File: src/rtl/mc_ctrl_pkg.sv
// Shared types and constants for the multicycle MIPS-style control unit.
// Optional feature: define MULTICYCLE_ADDI_EN to add the addi (0x08) states.
package mc_ctrl_pkg;

  // Control states. The addi states exist only when MULTICYCLE_ADDI_EN is set.
  typedef enum logic [3:0] {
    FETCH     = 4'd0,
    DECODE    = 4'd1,
    MEM_ADDR  = 4'd2,
    MEM_READ  = 4'd3,
    MEM_WB    = 4'd4,
    MEM_WRITE = 4'd5,
    EXECUTE   = 4'd6,
    R_WB      = 4'd7,
    BRANCH    = 4'd8,
    JUMP      = 4'd9
`ifdef MULTICYCLE_ADDI_EN
    ,
    ADDI_EX   = 4'd10,
    ADDI_WB   = 4'd11
`endif
  } state_e;

  // Instruction opcode field values.
  localparam logic [5:0] R_TYPE = 6'h00;
  localparam logic [5:0] LW     = 6'h23;
  localparam logic [5:0] SW     = 6'h2B;
  localparam logic [5:0] BEQ    = 6'h04;
  localparam logic [5:0] J      = 6'h02;
  localparam logic [5:0] ADDI   = 6'h08;

  // ALU operation selects.
  localparam logic [1:0] ALUOP_ADD  = 2'b00;
  localparam logic [1:0] ALUOP_SUB  = 2'b01;
  localparam logic [1:0] ALUOP_FUNC = 2'b10;

  // PC source mux selects.
  localparam logic [1:0] PCSRC_ALU    = 2'b00;
  localparam logic [1:0] PCSRC_ALUOUT = 2'b01;
  localparam logic [1:0] PCSRC_JUMP   = 2'b10;

  // ALU B operand mux selects.
  localparam logic [1:0] ALUSRCB_REG      = 2'b00;
  localparam logic [1:0] ALUSRCB_FOUR     = 2'b01;
  localparam logic [1:0] ALUSRCB_IMM      = 2'b10;
  localparam logic [1:0] ALUSRCB_IMM_SHL2 = 2'b11;

  // Datapath control bundle produced by the output decoder.
  typedef struct packed {
    logic       pc_write;
    logic       pc_write_cond;
    logic       ior_d;
    logic       mem_read;
    logic       mem_write;
    logic       mem_to_reg;
    logic       ir_write;
    logic       alu_src_a;
    logic       reg_write;
    logic       reg_dst;
    logic [1:0] pc_source;
    logic [1:0] alu_src_b;
    logic [1:0] alu_op;
    logic       instr_done;
  } ctrl_t;

endpackage

File: src/rtl/mc_ctrl_decode.sv
// Combinational state + mem_ready to datapath-control decoder.
// Optional feature: MULTICYCLE_ADDI_EN adds the ADDI_EX / ADDI_WB decodes.
module mc_ctrl_decode
  import mc_ctrl_pkg::*;
#(
  parameter int STATE_W = 4
) (
  input  logic [STATE_W-1:0] state_i,
  input  logic               mem_ready_i,
  output ctrl_t              ctrl_o
);

  logic st_known;

  // Encodings with any bit above the enum width set can never be entered.
  always_comb st_known = ((state_i >> 4) == '0);

  // Moore outputs per state; mem_ready only qualifies fetch and store completion.
  always_comb begin
    ctrl_o = '0;
    if (st_known) begin
      case (state_e'(state_i[3:0]))
        FETCH: begin
          ctrl_o.mem_read  = 1'b1;
          ctrl_o.alu_src_b = ALUSRCB_FOUR;
          ctrl_o.alu_op    = ALUOP_ADD;
          ctrl_o.pc_source = PCSRC_ALU;
          ctrl_o.ir_write  = mem_ready_i;
          ctrl_o.pc_write  = mem_ready_i;
        end
        DECODE: begin
          ctrl_o.alu_src_b = ALUSRCB_IMM_SHL2;
        end
        MEM_ADDR: begin
          ctrl_o.alu_src_a = 1'b1;
          ctrl_o.alu_src_b = ALUSRCB_IMM;
        end
        MEM_READ: begin
          ctrl_o.mem_read = 1'b1;
          ctrl_o.ior_d    = 1'b1;
        end
        MEM_WB: begin
          ctrl_o.reg_write  = 1'b1;
          ctrl_o.mem_to_reg = 1'b1;
          ctrl_o.instr_done = 1'b1;
        end
        MEM_WRITE: begin
          ctrl_o.mem_write  = 1'b1;
          ctrl_o.ior_d      = 1'b1;
          ctrl_o.instr_done = mem_ready_i;
        end
        EXECUTE: begin
          ctrl_o.alu_src_a = 1'b1;
          ctrl_o.alu_src_b = ALUSRCB_REG;
          ctrl_o.alu_op    = ALUOP_FUNC;
        end
        R_WB: begin
          ctrl_o.reg_write  = 1'b1;
          ctrl_o.reg_dst    = 1'b1;
          ctrl_o.instr_done = 1'b1;
        end
        BRANCH: begin
          ctrl_o.alu_src_a     = 1'b1;
          ctrl_o.alu_op        = ALUOP_SUB;
          ctrl_o.pc_write_cond = 1'b1;
          ctrl_o.pc_source     = PCSRC_ALUOUT;
          ctrl_o.instr_done    = 1'b1;
        end
        JUMP: begin
          ctrl_o.pc_write   = 1'b1;
          ctrl_o.pc_source  = PCSRC_JUMP;
          ctrl_o.instr_done = 1'b1;
        end
`ifdef MULTICYCLE_ADDI_EN
        ADDI_EX: begin
          ctrl_o.alu_src_a = 1'b1;
          ctrl_o.alu_src_b = ALUSRCB_IMM;
        end
        ADDI_WB: begin
          ctrl_o.reg_write  = 1'b1;
          ctrl_o.instr_done = 1'b1;
        end
`endif
        default: ctrl_o = '0;
      endcase
    end
  end

endmodule

File: src/rtl/multicycle_control.sv
// Multicycle control unit: state register, next-state logic and output gating.
// Optional feature: define MULTICYCLE_ADDI_EN to support addi (0x08);
// otherwise 0x08 decodes as an illegal opcode.
// Memory handshake: mem_ready=1 in a memory state means the access completes
// in this cycle and the FSM advances on the next rising edge; mem_ready=0
// holds the FSM in that state with its outputs unchanged.
module multicycle_control
  import mc_ctrl_pkg::*;
#(
  parameter int STATE_W = 4
) (
  input  logic               clk,
  input  logic               rst,
  input  logic [5:0]         opcode,
  input  logic               mem_ready,
  output logic               PCWrite,
  output logic               PCWriteCond,
  output logic               IorD,
  output logic               MemRead,
  output logic               MemWrite,
  output logic               MemtoReg,
  output logic               IRWrite,
  output logic               ALUSrcA,
  output logic               RegWrite,
  output logic               RegDst,
  output logic [1:0]         PCSource,
  output logic [1:0]         ALUSrcB,
  output logic [1:0]         ALUOp,
  output logic               instr_done,
  output logic               illegal_op,
  output logic [STATE_W-1:0] dbg_state
);

  if (STATE_W < 4) begin : g_bad_state_w
    $error("multicycle_control: STATE_W must be at least 4");
  end

  logic [STATE_W-1:0] state_q, state_d;
  logic               is_sw_q, is_sw_d;
  logic               illegal_dec;
  ctrl_t              ctrl_dec;
  ctrl_t              ctrl_out;

  // State register; reset lands in FETCH immediately.
  always_ff @(posedge clk or posedge rst) begin
    if (rst) begin
      state_q <= STATE_W'(FETCH);
      is_sw_q <= 1'b0;
    end else begin
      state_q <= state_d;
      is_sw_q <= is_sw_d;
    end
  end

  // Next-state selection; opcode is captured (store vs load) only in DECODE.
  always_comb begin
    state_d     = STATE_W'(FETCH);
    is_sw_d     = is_sw_q;
    illegal_dec = 1'b0;
    if ((state_q >> 4) == '0) begin
      case (state_e'(state_q[3:0]))
        FETCH:     state_d = mem_ready ? STATE_W'(DECODE) : STATE_W'(FETCH);
        DECODE: begin
          is_sw_d = (opcode == SW);
          case (opcode)
            R_TYPE:  state_d = STATE_W'(EXECUTE);
            LW, SW:  state_d = STATE_W'(MEM_ADDR);
            BEQ:     state_d = STATE_W'(BRANCH);
            J:       state_d = STATE_W'(JUMP);
`ifdef MULTICYCLE_ADDI_EN
            ADDI:    state_d = STATE_W'(ADDI_EX);
`endif
            default: begin
              state_d     = STATE_W'(FETCH);
              illegal_dec = 1'b1;
            end
          endcase
        end
        MEM_ADDR:  state_d = is_sw_q ? STATE_W'(MEM_WRITE) : STATE_W'(MEM_READ);
        MEM_READ:  state_d = mem_ready ? STATE_W'(MEM_WB) : STATE_W'(MEM_READ);
        MEM_WRITE: state_d = mem_ready ? STATE_W'(FETCH) : STATE_W'(MEM_WRITE);
        EXECUTE:   state_d = STATE_W'(R_WB);
`ifdef MULTICYCLE_ADDI_EN
        ADDI_EX:   state_d = STATE_W'(ADDI_WB);
`endif
        default:   state_d = STATE_W'(FETCH);
      endcase
    end
  end

  mc_ctrl_decode #(
    .STATE_W (STATE_W)
  ) u_decode (
    .state_i     (state_q),
    .mem_ready_i (mem_ready),
    .ctrl_o      (ctrl_dec)
  );

  // Reset silences every output combinationally, without waiting for clk.
  always_comb ctrl_out = rst ? '0 : ctrl_dec;

  assign PCWrite     = ctrl_out.pc_write;
  assign PCWriteCond = ctrl_out.pc_write_cond;
  assign IorD        = ctrl_out.ior_d;
  assign MemRead     = ctrl_out.mem_read;
  assign MemWrite    = ctrl_out.mem_write;
  assign MemtoReg    = ctrl_out.mem_to_reg;
  assign IRWrite     = ctrl_out.ir_write;
  assign ALUSrcA     = ctrl_out.alu_src_a;
  assign RegWrite    = ctrl_out.reg_write;
  assign RegDst      = ctrl_out.reg_dst;
  assign PCSource    = ctrl_out.pc_source;
  assign ALUSrcB     = ctrl_out.alu_src_b;
  assign ALUOp       = ctrl_out.alu_op;
  assign instr_done  = ctrl_out.instr_done;
  assign illegal_op  = illegal_dec & ~rst;
  assign dbg_state   = state_q;

endmodule

File: config.mk
export PLATFORM = sky130hd
export DESIGN_NAME = multicycle_control
export DESIGN_NICKNAME = d
export VERILOG_FILES = /design/src/rtl/mc_ctrl_pkg.sv /design/src/rtl/mc_ctrl_decode.sv /design/src/rtl/multicycle_control.sv
export SDC_FILE = /design/constraint.sdc
export NUM_CORES = 1
export LEC_CHECK = 0
export BUFFER_PORTS_ARGS = -buffer_cell sky130_fd_sc_hd__buf_4
export CAP_MARGIN = 20
export CORE_MARGIN = 4
export CORE_UTILIZATION = 41
export CTS_CLUSTER_DIAMETER = 120
export CTS_CLUSTER_SIZE = 30
export DETAILED_ROUTE_END_ITERATION = 10
export PLACE_DENSITY = 0.74
export SLEW_MARGIN = 10
export SYNTH_ARGS = -nofsm -noshare
export SYNTH_HDL_FRONTEND = slang
export SYNTH_HIERARCHICAL = 1
export SYNTH_SLANG_ARGS = --single-unit
export TNS_END_PERCENT = 100
File: constraint.sdc
create_clock -name clk -period 1.4 [get_ports clk]
set_clock_uncertainty 0.05 [all_clocks]
set_input_delay 0.21 -clock clk [delete_from_list [all_inputs] [get_ports clk]]
set_output_delay 0.21 -clock clk [all_outputs]
set_load 0.1 [all_outputs]
==> results of run 1 <==
-- metrics by stage --
| step | setup slack, ps | util (%) | instances | area, sq um | hold WS (ps) |
|---|---|---|---|---|---|
| after floorplan | -983.1 | - | 91 | 868.3 | 302.1 |
| after global placement | -256.9 | 79.46 | 152 | 1225 | 317.7 |
| after detailed placement | -270.0 | 79.46 | 152 | 1225 | 333.3 |
-- cells by family after synthesis --
| logic type | count (synthesis) | synth area share [%] |
|---|---|---|
| simple gates | 56 | 51.66 |
| buf+inv | 12 | 9.742 |
| compound gates | 15 | 16.36 |
| xor+xnor | 3 | 3.861 |
| flops | 5 | 18.38 |
==> metrics, run 1 <==
Distinct cells, synth 39; synth warn 6; dpl hpwl 1680 microns; total CTS buffers 3; port bufs 30; syn avg cell area 7.480 sq um; CTS max path bufs 2; ys async rst share 100.0%; count leader, synth nor2b_1; dominant synthesized flop cell dfrtp_1; EDFF count, synth 0; depth of the CTS H-tree 1; Synth top cells by count nor2b_1 (20), nor3_1 (9), dfrtp_1 (5), inv_1 (5), nor2_1 (5); #FFs+latches synth 5; Synth top area share 18.38%; postcts setup bufs 3; leading post-synthesis cells by cell area dfrtp_1 (18%), nor2b_1 (18%), nor3_1 (6.6%); RD Place Congestion 0.7451; CTS Root Cell clkbuf_4; io pins 31; Seq/Total Area, Yosys 18.38%; stop err [ERROR DPL-0038] Utilization greater than 100%, impossible to legalize; post_cts resized 68; Mapped Area 680.7 sq um; Cells after Synth 91; num rows 14; area leader, netlist dfrtp_1; Die X 48.75 microns; initial core utilization 44.16%; last stage reached clock tree synthesis; outcome stopped before the end; cts hold-fix bufs 0; clk sinks 5; Die H 48.75 microns; Mapped Nets 100
==> inputs of run 2 (changes only) <==
--- a/config.mk
+++ b/config.mk
@@ -7,12 +7,10 @@
 export LEC_CHECK = 0
 export BUFFER_PORTS_ARGS = -buffer_cell sky130_fd_sc_hd__buf_4
 export CAP_MARGIN = 20
-export CORE_MARGIN = 4
-export CORE_UTILIZATION = 41
-export CTS_CLUSTER_DIAMETER = 120
-export CTS_CLUSTER_SIZE = 30
+export CORE_AREA = 4 4 65 67
 export DETAILED_ROUTE_END_ITERATION = 10
-export PLACE_DENSITY = 0.74
+export DIE_AREA = 0 0 69 71
+export PLACE_DENSITY_LB_ADDON = 0.15
 export SLEW_MARGIN = 10
 export SYNTH_ARGS = -nofsm -noshare
 export SYNTH_HDL_FRONTEND = slang
==> constraint.sdc (replaced) <==
create_clock -name clk -period 1.82 [get_ports clk]
set_clock_uncertainty 0.05 [all_clocks]
set_input_delay 0.273 -clock clk [delete_from_list [all_inputs] [get_ports clk]]
set_output_delay 0.273 -clock clk [all_outputs]
set_load 0.1 [all_outputs]
==> run 2 against run 1 <==
The flow now finishes, with violations (negative setup slack); synthesized cell count is the same; synthesized area unchanged.
==> metrics, run 2 <==
period utilisation layout 104.8%; EDFF count, synth 0; sequential share of power 13.2%; final core utilization 42.08%; dpl hpwl 1667 microns; initial core utilization 18.73%; commonest non-fill, non-tap cell in the layout buf_4; Setup Slack @ Placement 76.44 ps; outcome finished, violations left; Residual DRC 0; initial antenna violation count 0; Comb pwr share 70.6%; area leader, netlist dfrtp_1; R2R Setup Slk 210 ps; Distinct cells, synth 39; Inst Count DP 175; RD Place Congestion 0.7121; most frequent cells in the layout buf_4 (28), nor2b_4 (18), buf_12 (15); Critical Path Start Type flip-flop; drt first pass iters 4; critical path type flip-flop to output port; overflow left after global routing 0; Seq/Total Area, Yosys 18.38%; CTS Root Cell clkbuf_8; RSZ-0062 raised after global routing yes; sw frac 49.51%; clock share of power 16.1%; Worst-path clk slew 30 ps; leading post-synthesis cells by cell area dfrtp_1 (18%), nor2b_1 (18%), nor3_1 (6.6%); clock tree from TritonCTS done; dominant synthesized flop cell dfrtp_1; #FFs+latches synth 5; Hold Fails Final Rpt 0; internal power 0.6287 mW; io pins 31; number of global-route vias before repair 859; full die area 4899 sq um; endpoints failing setup 11; WL final 2272 microns; Slew headroom 72.53%; clk sinks 5; required time of the critical path 1500 ps; max-cap violations 0; CP arrival 1580 ps; Non-Filler Instances 185; NumNets Final 147; total CTS buffers 3; port bufs 30; Mapped Nets 100; Min Hold Slack 228.7 ps; CTS max path bufs 2; Fmax 524.2 MHz; layout cells sized above 1 65.69%; Die X 69 microns; violated checks negative setup slack; Routed Antenna Nets 0; count leader, synth nor2b_1; n_diodes 0; num rows 22; Worst Path Max Fanout 7; CP Capture Type output port; initial DRC count 26; syn avg cell area 7.480 sq um; Clock Latency Late Sink 220 ps; Leak 0.6072 nW; Power Density 814.4 nW/um^2; Synth top area share 18.38%; peak supply drop 333.3 uV; Synth top cells by count nor2b_1 (20), nor3_1 (9), dfrtp_1 (5), inv_1 (5), nor2_1 (5); largest net degree at the start of global routing 14; cts hold-fix bufs 0; depth of the CTS H-tree 1; Worst-Margin Slew 408.9 ps; ys async rst share 100.0%; core area 3633 sq um; Die H 71 microns; Mapped Area 680.7 sq um; via count 805; Placed Area 1197 sq um; max reg flops 4; Slew Limit Fails 0; Cells after Synth 91; Final TNS setup -629.0 ps; Hold WC Path Type primary input to asynchronous set/reset pin; Final WS setup -87.78 ps; first-pass GRT wire length 4050 microns; synth warn 6; finished layout cell area 1529 sq um; Pwr Total 1.245 mW; Avg Vias per Cell 4.351; area delta synth->final 124.6%; wire length per cell 12.28 microns; Period minus WS final 1908 ps; Global Route Usage Sum 9.782%; switching power 0.6165 mW
run 2: cell counts after synthesis:
Identical to the previous run, type by type.
run 2: worst paths after layout:
path                                              from                      to  cells after the start
worst max-delay path            dbg_state[3]$_DFF_PP0_                 ALUSrcA                      6
worst max register to register  dbg_state[0]$_DFF_PP0_  dbg_state[1]$_DFF_PP0_                      4
min in group clk                             opcode[1]     is_sw_q$_DFFE_PP0N_                      3
worst min register to register     is_sw_q$_DFFE_PP0N_     is_sw_q$_DFFE_PP0N_                      1
worst min-delay path                               rst  dbg_state[3]$_DFF_PP0_                      3
max in group asynchronous                          rst  dbg_state[1]$_DFF_PP0_                      3
run 2: layout make-up:
class | instances | area [sq um]
Sequential cell | 5 | 140.1
Timing Repair Buffer | 49 | 581.8
Clock buffer | 4 | 45.04
Fill cell | 365 | 2105
Multi-Input combinational cell | 74 | 683.2
Tap cell | 48 | 60.06
Inverter | 5 | 18.77
run 2: power groups by stage:
stage | Combinational (mW) | Sequential (mW) | Clock, mW
floorplan | 0.494 | 0.244 | 0
global placement | 0.757 | 0.174 | 0
detailed placement | 0.753 | 0.173 | 0
CTS | 0.843 | 0.168 | 0.205
global route | 0.928 | 0.169 | 0.213
finish | 0.879 | 0.165 | 0.201
run 2: kinds of logic after synthesis:
logic type	synth area share, %
compound gates	16.36
flops	18.38
simple gates	51.66
xor+xnor	3.861
buf+inv	9.742
run 2: repair_timing:
item,in CTS,in global routing
resized for setup,42,20
setup buffers,4,2
setup endpoints to repair,17,18
pin swaps,0,3
run 2: critical path, cell delays in order, from the launching register on:
cell and delay [ps]:
dfrtp_4 480, buf_6 140, nand2b_4 50, or2_4 230, a21oi_2 110, nor2b_4 170, buf_12 180
run 2: layer usage:
metal	track usage, %	wire length [microns]
met5	0	0
met3	1.989	88
met4	3.905	19
met2	17.16	1211
met1	11.64	952
No activity file was read; power rests on OpenSTA's default activity.
